File: src/rtl/multicycle_ctrl.sv
// rtl/multicycle_ctrl.sv - multicycle CPU main control FSM and control decode
// Walks IF/ID/EXE/MEM/WB and decodes datapath enables and selects from state, opcode and ALU flags.
module multicycle_ctrl (
  input  logic       clk,
  input  logic       rst_n,
  input  logic [5:0] opcode,
  input  logic       zero,
  input  logic       sign,
  output logic [2:0] state,
  output logic       PCWre,
  output logic       IRWre,
  output logic       InsMemRW,
  output logic       RegWre,
  output logic [1:0] RegDst,
  output logic       WrRegData,
  output logic       ALUSrcA,
  output logic       ALUSrcB,
  output logic [2:0] ALUOp,
  output logic       ExtSel,
  output logic       mRD,
  output logic       mWR,
  output logic       DBDataSrc,
  output logic [1:0] PCSrc
);

  localparam logic [2:0] S_IF     = 3'b000;
  localparam logic [2:0] S_ID     = 3'b001;
  localparam logic [2:0] S_EXE_LS = 3'b010;
  localparam logic [2:0] S_MEM    = 3'b011;
  localparam logic [2:0] S_WB_LD  = 3'b100;
  localparam logic [2:0] S_EXE_BR = 3'b101;
  localparam logic [2:0] S_EXE_AL = 3'b110;
  localparam logic [2:0] S_WB_AL  = 3'b111;

  localparam logic [5:0] OP_ADD  = 6'b000000;
  localparam logic [5:0] OP_SUB  = 6'b000001;
  localparam logic [5:0] OP_ADDI = 6'b000010;
  localparam logic [5:0] OP_AND  = 6'b010001;
  localparam logic [5:0] OP_ORI  = 6'b010010;
  localparam logic [5:0] OP_SLL  = 6'b011000;
  localparam logic [5:0] OP_SLT  = 6'b100110;
  localparam logic [5:0] OP_SW   = 6'b110000;
  localparam logic [5:0] OP_LW   = 6'b110001;
  localparam logic [5:0] OP_BEQ  = 6'b110100;
  localparam logic [5:0] OP_BNE  = 6'b110101;
  localparam logic [5:0] OP_BLTZ = 6'b110110;
  localparam logic [5:0] OP_J    = 6'b111000;
  localparam logic [5:0] OP_JR   = 6'b111001;
  localparam logic [5:0] OP_JAL  = 6'b111010;

  localparam logic [2:0] ALU_ADD = 3'b000;
  localparam logic [2:0] ALU_SUB = 3'b001;
  localparam logic [2:0] ALU_AND = 3'b010;
  localparam logic [2:0] ALU_OR  = 3'b011;
  localparam logic [2:0] ALU_SLT = 3'b100;
  localparam logic [2:0] ALU_SLL = 3'b101;

  localparam logic [1:0] PC_SEQ    = 2'b00;
  localparam logic [1:0] PC_BRANCH = 2'b01;
  localparam logic [1:0] PC_REG    = 2'b10;
  localparam logic [1:0] PC_JUMP   = 2'b11;

  localparam logic [1:0] DST_RA = 2'b00;
  localparam logic [1:0] DST_RT = 2'b01;
  localparam logic [1:0] DST_RD = 2'b10;

  logic [2:0] state_q, state_d;

  // Instruction classes; unknown opcodes fall through to halt.
  logic       is_alu, is_imm, is_addi, is_sll;
  logic       is_ls, is_lw, is_branch;
  logic       is_j, is_jal, is_jr;
  logic [2:0] alu_op_sel;
  logic       br_taken;

  always_comb begin
    is_alu     = 1'b0;
    is_imm     = 1'b0;
    is_addi    = 1'b0;
    is_sll     = 1'b0;
    is_ls      = 1'b0;
    is_lw      = 1'b0;
    is_branch  = 1'b0;
    is_j       = 1'b0;
    is_jal     = 1'b0;
    is_jr      = 1'b0;
    alu_op_sel = ALU_ADD;
    br_taken   = 1'b0;
    case (opcode)
      OP_ADD:  begin is_alu = 1'b1; alu_op_sel = ALU_ADD; end
      OP_SUB:  begin is_alu = 1'b1; alu_op_sel = ALU_SUB; end
      OP_ADDI: begin is_alu = 1'b1; is_imm = 1'b1; is_addi = 1'b1; alu_op_sel = ALU_ADD; end
      OP_AND:  begin is_alu = 1'b1; alu_op_sel = ALU_AND; end
      OP_ORI:  begin is_alu = 1'b1; is_imm = 1'b1; alu_op_sel = ALU_OR; end
      OP_SLL:  begin is_alu = 1'b1; is_sll = 1'b1; alu_op_sel = ALU_SLL; end
      OP_SLT:  begin is_alu = 1'b1; alu_op_sel = ALU_SLT; end
      OP_SW:   is_ls = 1'b1;
      OP_LW:   begin is_ls = 1'b1; is_lw = 1'b1; end
      OP_BEQ:  begin is_branch = 1'b1; br_taken = zero; end
      OP_BNE:  begin is_branch = 1'b1; br_taken = ~zero; end
      OP_BLTZ: begin is_branch = 1'b1; br_taken = sign; end
      OP_J:    is_j = 1'b1;
      OP_JR:   is_jr = 1'b1;
      OP_JAL:  is_jal = 1'b1;
      default: ;
    endcase
  end

  always_comb begin
    state_d = S_IF;
    case (state_q)
      S_IF: state_d = S_ID;
      S_ID: begin
        if (is_branch)   state_d = S_EXE_BR;
        else if (is_ls)  state_d = S_EXE_LS;
        else if (is_alu) state_d = S_EXE_AL;
        else             state_d = S_IF;
      end
      S_EXE_AL: state_d = S_WB_AL;
      S_EXE_LS: state_d = S_MEM;
      S_MEM:    state_d = is_lw ? S_WB_LD : S_IF;
      default:  state_d = S_IF;
    endcase
  end

  always_ff @(posedge clk or negedge rst_n) begin
    if (!rst_n) state_q <= S_IF;
    else        state_q <= state_d;
  end

  logic pc_wre_c, ir_wre_c, reg_wre_c, m_rd_c, m_wr_c;

  always_comb begin
    pc_wre_c  = 1'b0;
    ir_wre_c  = 1'b0;
    InsMemRW  = 1'b0;
    reg_wre_c = 1'b0;
    RegDst    = DST_RA;
    WrRegData = 1'b0;
    ALUSrcA   = 1'b0;
    ALUSrcB   = 1'b0;
    ALUOp     = ALU_ADD;
    ExtSel    = 1'b0;
    m_rd_c    = 1'b0;
    m_wr_c    = 1'b0;
    DBDataSrc = 1'b0;
    PCSrc     = PC_SEQ;
    case (state_q)
      S_IF: begin
        InsMemRW = 1'b1;
        ir_wre_c = 1'b1;
      end
      S_ID: begin
        if (is_j || is_jal) begin
          pc_wre_c = 1'b1;
          PCSrc    = PC_JUMP;
        end else if (is_jr) begin
          pc_wre_c = 1'b1;
          PCSrc    = PC_REG;
        end
        if (is_jal) begin
          reg_wre_c = 1'b1;
          RegDst    = DST_RA;
          WrRegData = 1'b0;
        end
      end
      // WB_AL keeps the EXE_AL ALU setup so the result stays valid through write-back.
      S_EXE_AL, S_WB_AL: begin
        ALUOp   = alu_op_sel;
        ALUSrcB = is_imm;
        ExtSel  = is_addi;
        ALUSrcA = is_sll;
        if (state_q == S_WB_AL) begin
          reg_wre_c = 1'b1;
          WrRegData = 1'b1;
          DBDataSrc = 1'b0;
          pc_wre_c  = 1'b1;
          PCSrc     = PC_SEQ;
          RegDst    = is_imm ? DST_RT : DST_RD;
        end
      end
      S_EXE_BR: begin
        ALUOp    = ALU_SUB;
        ALUSrcB  = 1'b0;
        ExtSel   = 1'b1;
        pc_wre_c = 1'b1;
        PCSrc    = br_taken ? PC_BRANCH : PC_SEQ;
      end
      S_EXE_LS, S_MEM: begin
        ALUOp   = ALU_ADD;
        ALUSrcB = 1'b1;
        ExtSel  = 1'b1;
        if (state_q == S_MEM) begin
          if (is_lw) begin
            m_rd_c = 1'b1;
          end else begin
            m_wr_c   = 1'b1;
            pc_wre_c = 1'b1;
            PCSrc    = PC_SEQ;
          end
        end
      end
      S_WB_LD: begin
        m_rd_c    = 1'b1;
        DBDataSrc = 1'b1;
        WrRegData = 1'b1;
        RegDst    = DST_RT;
        reg_wre_c = 1'b1;
        pc_wre_c  = 1'b1;
        PCSrc     = PC_SEQ;
      end
      default: ;
    endcase
  end

  // Write enables are gated by reset directly so an abort never commits a partial write.
  assign PCWre = pc_wre_c  & rst_n;
  assign IRWre = ir_wre_c  & rst_n;
  assign RegWre = reg_wre_c & rst_n;
  assign mRD   = m_rd_c    & rst_n;
  assign mWR   = m_wr_c    & rst_n;
  assign state = state_q;

endmodule

File: config.mk
export PLATFORM = sky130hd
export DESIGN_NAME = multicycle_ctrl
export DESIGN_NICKNAME = d
export VERILOG_FILES = /design/src/rtl/multicycle_ctrl.sv
export SDC_FILE = /design/constraint.sdc
export NUM_CORES = 1
export LEC_CHECK = 0
export BUFFER_PORTS_ARGS = -buffer_cell sky130_fd_sc_hd__buf_2
export CORE_MARGIN = 2
export CORE_UTILIZATION = 40
export CTS_BUF_LIST = sky130_fd_sc_hd__clkbuf_2 sky130_fd_sc_hd__clkbuf_4 sky130_fd_sc_hd__clkbuf_8
export CTS_CLUSTER_SIZE = 10
export DETAILED_ROUTE_END_ITERATION = 16
export GPL_ROUTABILITY_DRIVEN = 0
export PLACE_DENSITY_LB_ADDON = 0.3
export SYNTH_ARGS = -nofsm -noshare
export SYNTH_HDL_FRONTEND = slang
export SYNTH_SLANG_ARGS = --single-unit
export TNS_END_PERCENT = 20
File: constraint.sdc
create_clock -name clk -period 2.7 [get_ports clk]
set_clock_uncertainty 0.2 [all_clocks]
set_input_delay 0.135 -clock clk [delete_from_list [all_inputs] [get_ports clk]]
set_output_delay 0.135 -clock clk [all_outputs]
set_load 0.02 [all_outputs]
# Yosys cells after proc, flatten, opt, wreduce, memory -nomap -nowiden
# Cells that the tools add are included.
# word_totals
regBits,3
input_bits,10
out_inout_bits,21
wordCells,82
# op_classes
n_eq_ne,21
muxes,43
n_bitwise,6
reduce_logical,11
# op_table
op,count
"== test 6 bit, second input constant",9
case mux 3 bit (5 select lines),2
two-way mux 1 bit,23
"== test 6 x 5 -> 1 bit, second input constant",3
"== test 3 bit, second input constant",4
two-way mux 3 bit,4
OR reduction 2 bit,5
two-way mux 2 bit,4
case mux 1 bit (2 select lines),4
case mux 2 bit (2 select lines),2
OR reduction 7 bit,1
"== test 3 x 2 -> 1 bit, second input constant",2
"== test 6 x 1 -> 1 bit, second input constant",1
"== test 6 x 2 -> 1 bit, second input constant",1
zero test 6 bit,1
case mux 1 bit (3 select lines),2
case mux 3 bit (2 select lines),1
OR reduction 3 bit,2
bitwise AND 1 bit,5
case mux 1 bit (4 select lines),1
"== test 3 x 1 -> 1 bit, second input constant",1
zero test 3 bit,1
logical OR 1 bit,1
NOT 1 bit,1

# Longest topological paths before layout
# depth
ltp_word,7
mapped_depth,6
mapped_depth_nobuf,5

# Worst setup path after synthesis
# Ideal clock, no wire load.
# synth_path
path_kind,flip-flop to output port
start,"reg state_q[0], in the netlist state[0]"
end,out RegWre
arrival_time_ns,1.811
t_required_ns,2.365
slack_ns,0.554
stages_incl_launch_ff,5
n_path_buf,1
cell_sequence,dfrtp_1 buf_2 or2_2 a21boi_0 o21a_1
# synth_via
elab_chain_cells,4
elab_cells_between_ends,8
cone_classes,eq/ne (4); mux (2); bitwise (1); reduce/logical (1)
# synth_rtl
item,line_no,text
from (decl),67,"logic [2:0] state_q, state_d;"
from (signal assigned),128,else state_q <= state_d;
"== test 3 bit, on equally long branches","148, 173",
two-way mux 1 bit or OR reduction 2 bit (tied branches),"173, 148",
case mux 1 bit (3 select lines) (*),148,case (state_q)
bitwise AND 1 bit (*),219,assign RegWre = reg_wre_c & rst_n;
to (decl),13,"output logic RegWre,"
# Every way passes the cells marked *; elsewhere a longest branch is shown, timed or not.

# Final worst setup path
# layout_path
start,"reg state_q[2], in the netlist state[2]"
end,out RegWre
# Same word-level chain as after synthesis.

==> summary.txt <==
STA
  • Setup_tns: 0 ps
  • Final setup vio count: 0
  • Max-slew violations: 0
  • Achievable frequency: 423 MHz
  • Slew HR: 72.4%
  • Count of final hold-check violations: 0
  • Fin crit share: 87.6%
  • RSZ-0062 raised after global routing: false
  • Worst Tran Pin Value: 414 ps
  • Final min period: 2370 ps
  • WHS: 64.0 ps

Yosys
  • Multiplexer share of the synthesized area: 0%
  • Cells after synthesis: 86
  • Synth Area per Inst: 6.58 um2
  • Yosys cell types: 35
  • Mapped cell area: 566 um2
  • Largest family of logic cells by synthesized area: simple AND/OR/NAND/NOR gates
  • EDFF count, synth: 0
  • Synth area leaders: dfrtp_1 13%, nand2_1 6.6%, nor2b_1 5.5%
  • Post-Synth Simple-Gate Area: 45.1%
  • Post-Synth Adder-Cell Area: 0%
  • Most used DFF post-synth: dfrtp_1
  • Post-synthesis sequential area ratio: 13.3%
  • XOR/XNOR Fraction of Synth Area: 3.10%
  • Top cell type's share of synthesized area: 13.3%
  • Synth Area in Compound Gates: 31.2%
  • Area leader, netlist: dfrtp_1
  • Asr flop ratio synth: 100%
  • #FFs+latches synth: 3
  • Syn nets: 96
  • Syn. warnings: 0

Global route
  • Vias in the first global route: 635
  • GRT Total Usage: 19.4%
  • First-pass GRT wire length: 2740 um
  • Largest net degree at the start of global routing: 16
  • Total grt overflow: 0
  • Initial antenna violation count: 0

CTS
  • Clk buf depth: 2
  • H-tree depth: 1
  • Clock Latency Late Sink: 230 ps
  • Root Buffer Master: clkbuf_4
  • Clock Pin Slew Worst Setup and Hold Paths: 40 ps
  • Cts bufs inserted: 3
  • CTS tree: built
  • Sink Count: 3

Critical path
  • CP max FO: 15
  • Crit path DAT: 2030 ps
  • Critical path type: flop to primary output
  • Worst reg2reg path startpoint: state[1]
  • CP Launch Type: flop
  • CP max-delay cell: or4b_4
  • Critical path cell sequence: nor2_2 -> nand2_1 -> or4b_4 -> nor3_1 -> o21a_1 -> buf_2
  • Critical Path Sink Type: primary output
  • Cell depth of the worst flop-to-flop path: 4
  • Reg2reg setup slack: 1240 ps
  • RR Endpoint: state[2]
  • Crit path buffers/inverters: 1
  • CP required: 2370 ps
  • Top Family by Delay on Critical Path: simple AND/OR/NAND/NOR gates
  • Slowest stage delay, CP: 530 ps

Detailed routing
  • Via count: 732
  • Routed Antenna Nets: 0
  • WL final: 1660 um
  • Iter 0 DRT Violations: 10
  • Number of remaining DRC errors: 0
  • Via-to-Cell Ratio: 5.67
  • Routed WL per cell: 12.9 um
  • Initial DRT Pass Iterations: 4

Pwr
  • Worst IR Drop VDD: 0.263 mV
  • Final Power: 491 uW
  • Leak: 0.348 nW
  • Pwr/cell area: 663 nW/um2

Floorplanning
  • Die Wd: 41.6 um
  • Total die area: 1730 um2
  • IO Pins: 31
  • Core Footprint: 1320 um2
  • Initial core utilization: 42.9%
  • Rows: 13
  • Die Ht: 41.6 um

Place
  • IO buf count: 30
  • DP HPWL: 1280 um

Cells and area
  • Final net count: 125
  • Antenna Cells: 0
  • Filler Cells Inserted: 148
  • Share of cells above drive strength 1: 33.3%
  • Fin util: 56.2%
  • Area growth from synthesis to layout: 31.0%
  • Max reg flops: 3

Run status
  • Status: completed

Job
  • Max-cap viol count: 0

Worst hold path
  • Hold Path Class: input pin to async pin
## worst reg2reg max path, cell delays in order (launching register included)
cell and delay (ps):
dfrtp_1 550, nand2_1 170, nor3_1 290, a21oi_1 80
o21ai_0 90
## per-layer routing
layer / up-vias / part of all wire (%) / GRT usage, %
li1: 372 / - / -
met1: 333 / 48 / 25.2
met2: 27 / 47 / 33.1
met3: 0 / 5.3 / 3.48
met4: 0 / 0 / 3.87
met5: - / 0 / 0
## cells in the final DEF (no fill, tap or decap), types with 2 or more instances in the layout
cell type  synthesis  routed
a21boi_0           2       2
a21oi_1            5       5
a31oi_1            2       2
and2_1             3       3
buf_2              3      30
clkbuf_4           0       4
dfrtp_1            3       3
inv_1              2       2
nand2_1           10      10
nand2b_1           2       2
nand3_1            2       2
nand4_1            2       2
nor2_1             7       7
nor2b_1            5       5
nor3_1             5       5
nor4b_1            3       3
o21a_1             3       3
o21ai_0            6       6
o21bai_1           2       2
## synthesized netlist by cell type, types with 2 or more instances
cell      instances
nand3_1           2
nor2_1            7
o21a_1            3
clkbuf_1          3
inv_1             2
dfrtp_1           3
buf_2             3
nor3_1            5
nor2b_1           5
a21boi_0          2
o21ai_0           6
nand2b_1          2
o21bai_1          2
nor4b_1           3
nand4_1           2
nand2_1          10
and2_1            3
a21oi_1           5
a31oi_1           2
## timing repair
| action | CTS | global route |
|---|---|---|
| hold endpoints to repair | 3 | 0 |
| gates resized for setup | 0 | 0 |
| buffers inserted | 0 | 0 |
| hold buffers | 1 | 0 |
## cell families after synthesis
| logic type | after synthesis |
|---|---|
| buf+inv | 9 |
| flops | 3 |
| xor+xnor | 2 |
| simple gates | 46 |
| compound gates | 26 |
## worst max path at each step
stage | startpoint | endpoint | depth (start not counted)
floorplan | state[0] | RegWre | 4
global placement | state[2] | RegWre | 6
detailed placement | state[2] | RegWre | 6
CTS | state[2] | RegWre | 6
global route | state[2] | RegWre | 6
finish | state[2] | RegWre | 6
## power by group
| group | total [mW] | switching, mW | internal [mW] |
|---|---|---|---|
| sequential | 0.108 | 0.0477 | 0.0604 |
| combinational | 0.294 | 0.184 | 0.110 |
| clock | 0.0896 | 0.0241 | 0.0655 |
| total | 0.491 | 0.255 | 0.236 |
## stage by stage
step           cells  setup slack, ps  area (um2)
2_1_floorplan     86              554         566
3_3_place_gp     124              687         701
3_5_place_dp     124              564         701
4_1_cts          129              317         741
5_1_grt          129              181         741
6_report         129              334         741
## final cells by class
type                            count  area, um2  area share, %
Clock buffer                        4       30.0           4.05
Inverter                            2       7.51           1.01
Multi-Input combinational cell     74        449           60.6
Sequential cell                     3       75.1           10.1
Tap cell                           15       18.8           2.53
Timing Repair Buffer               31        160           21.6
(Power assumes the default switching activity.)
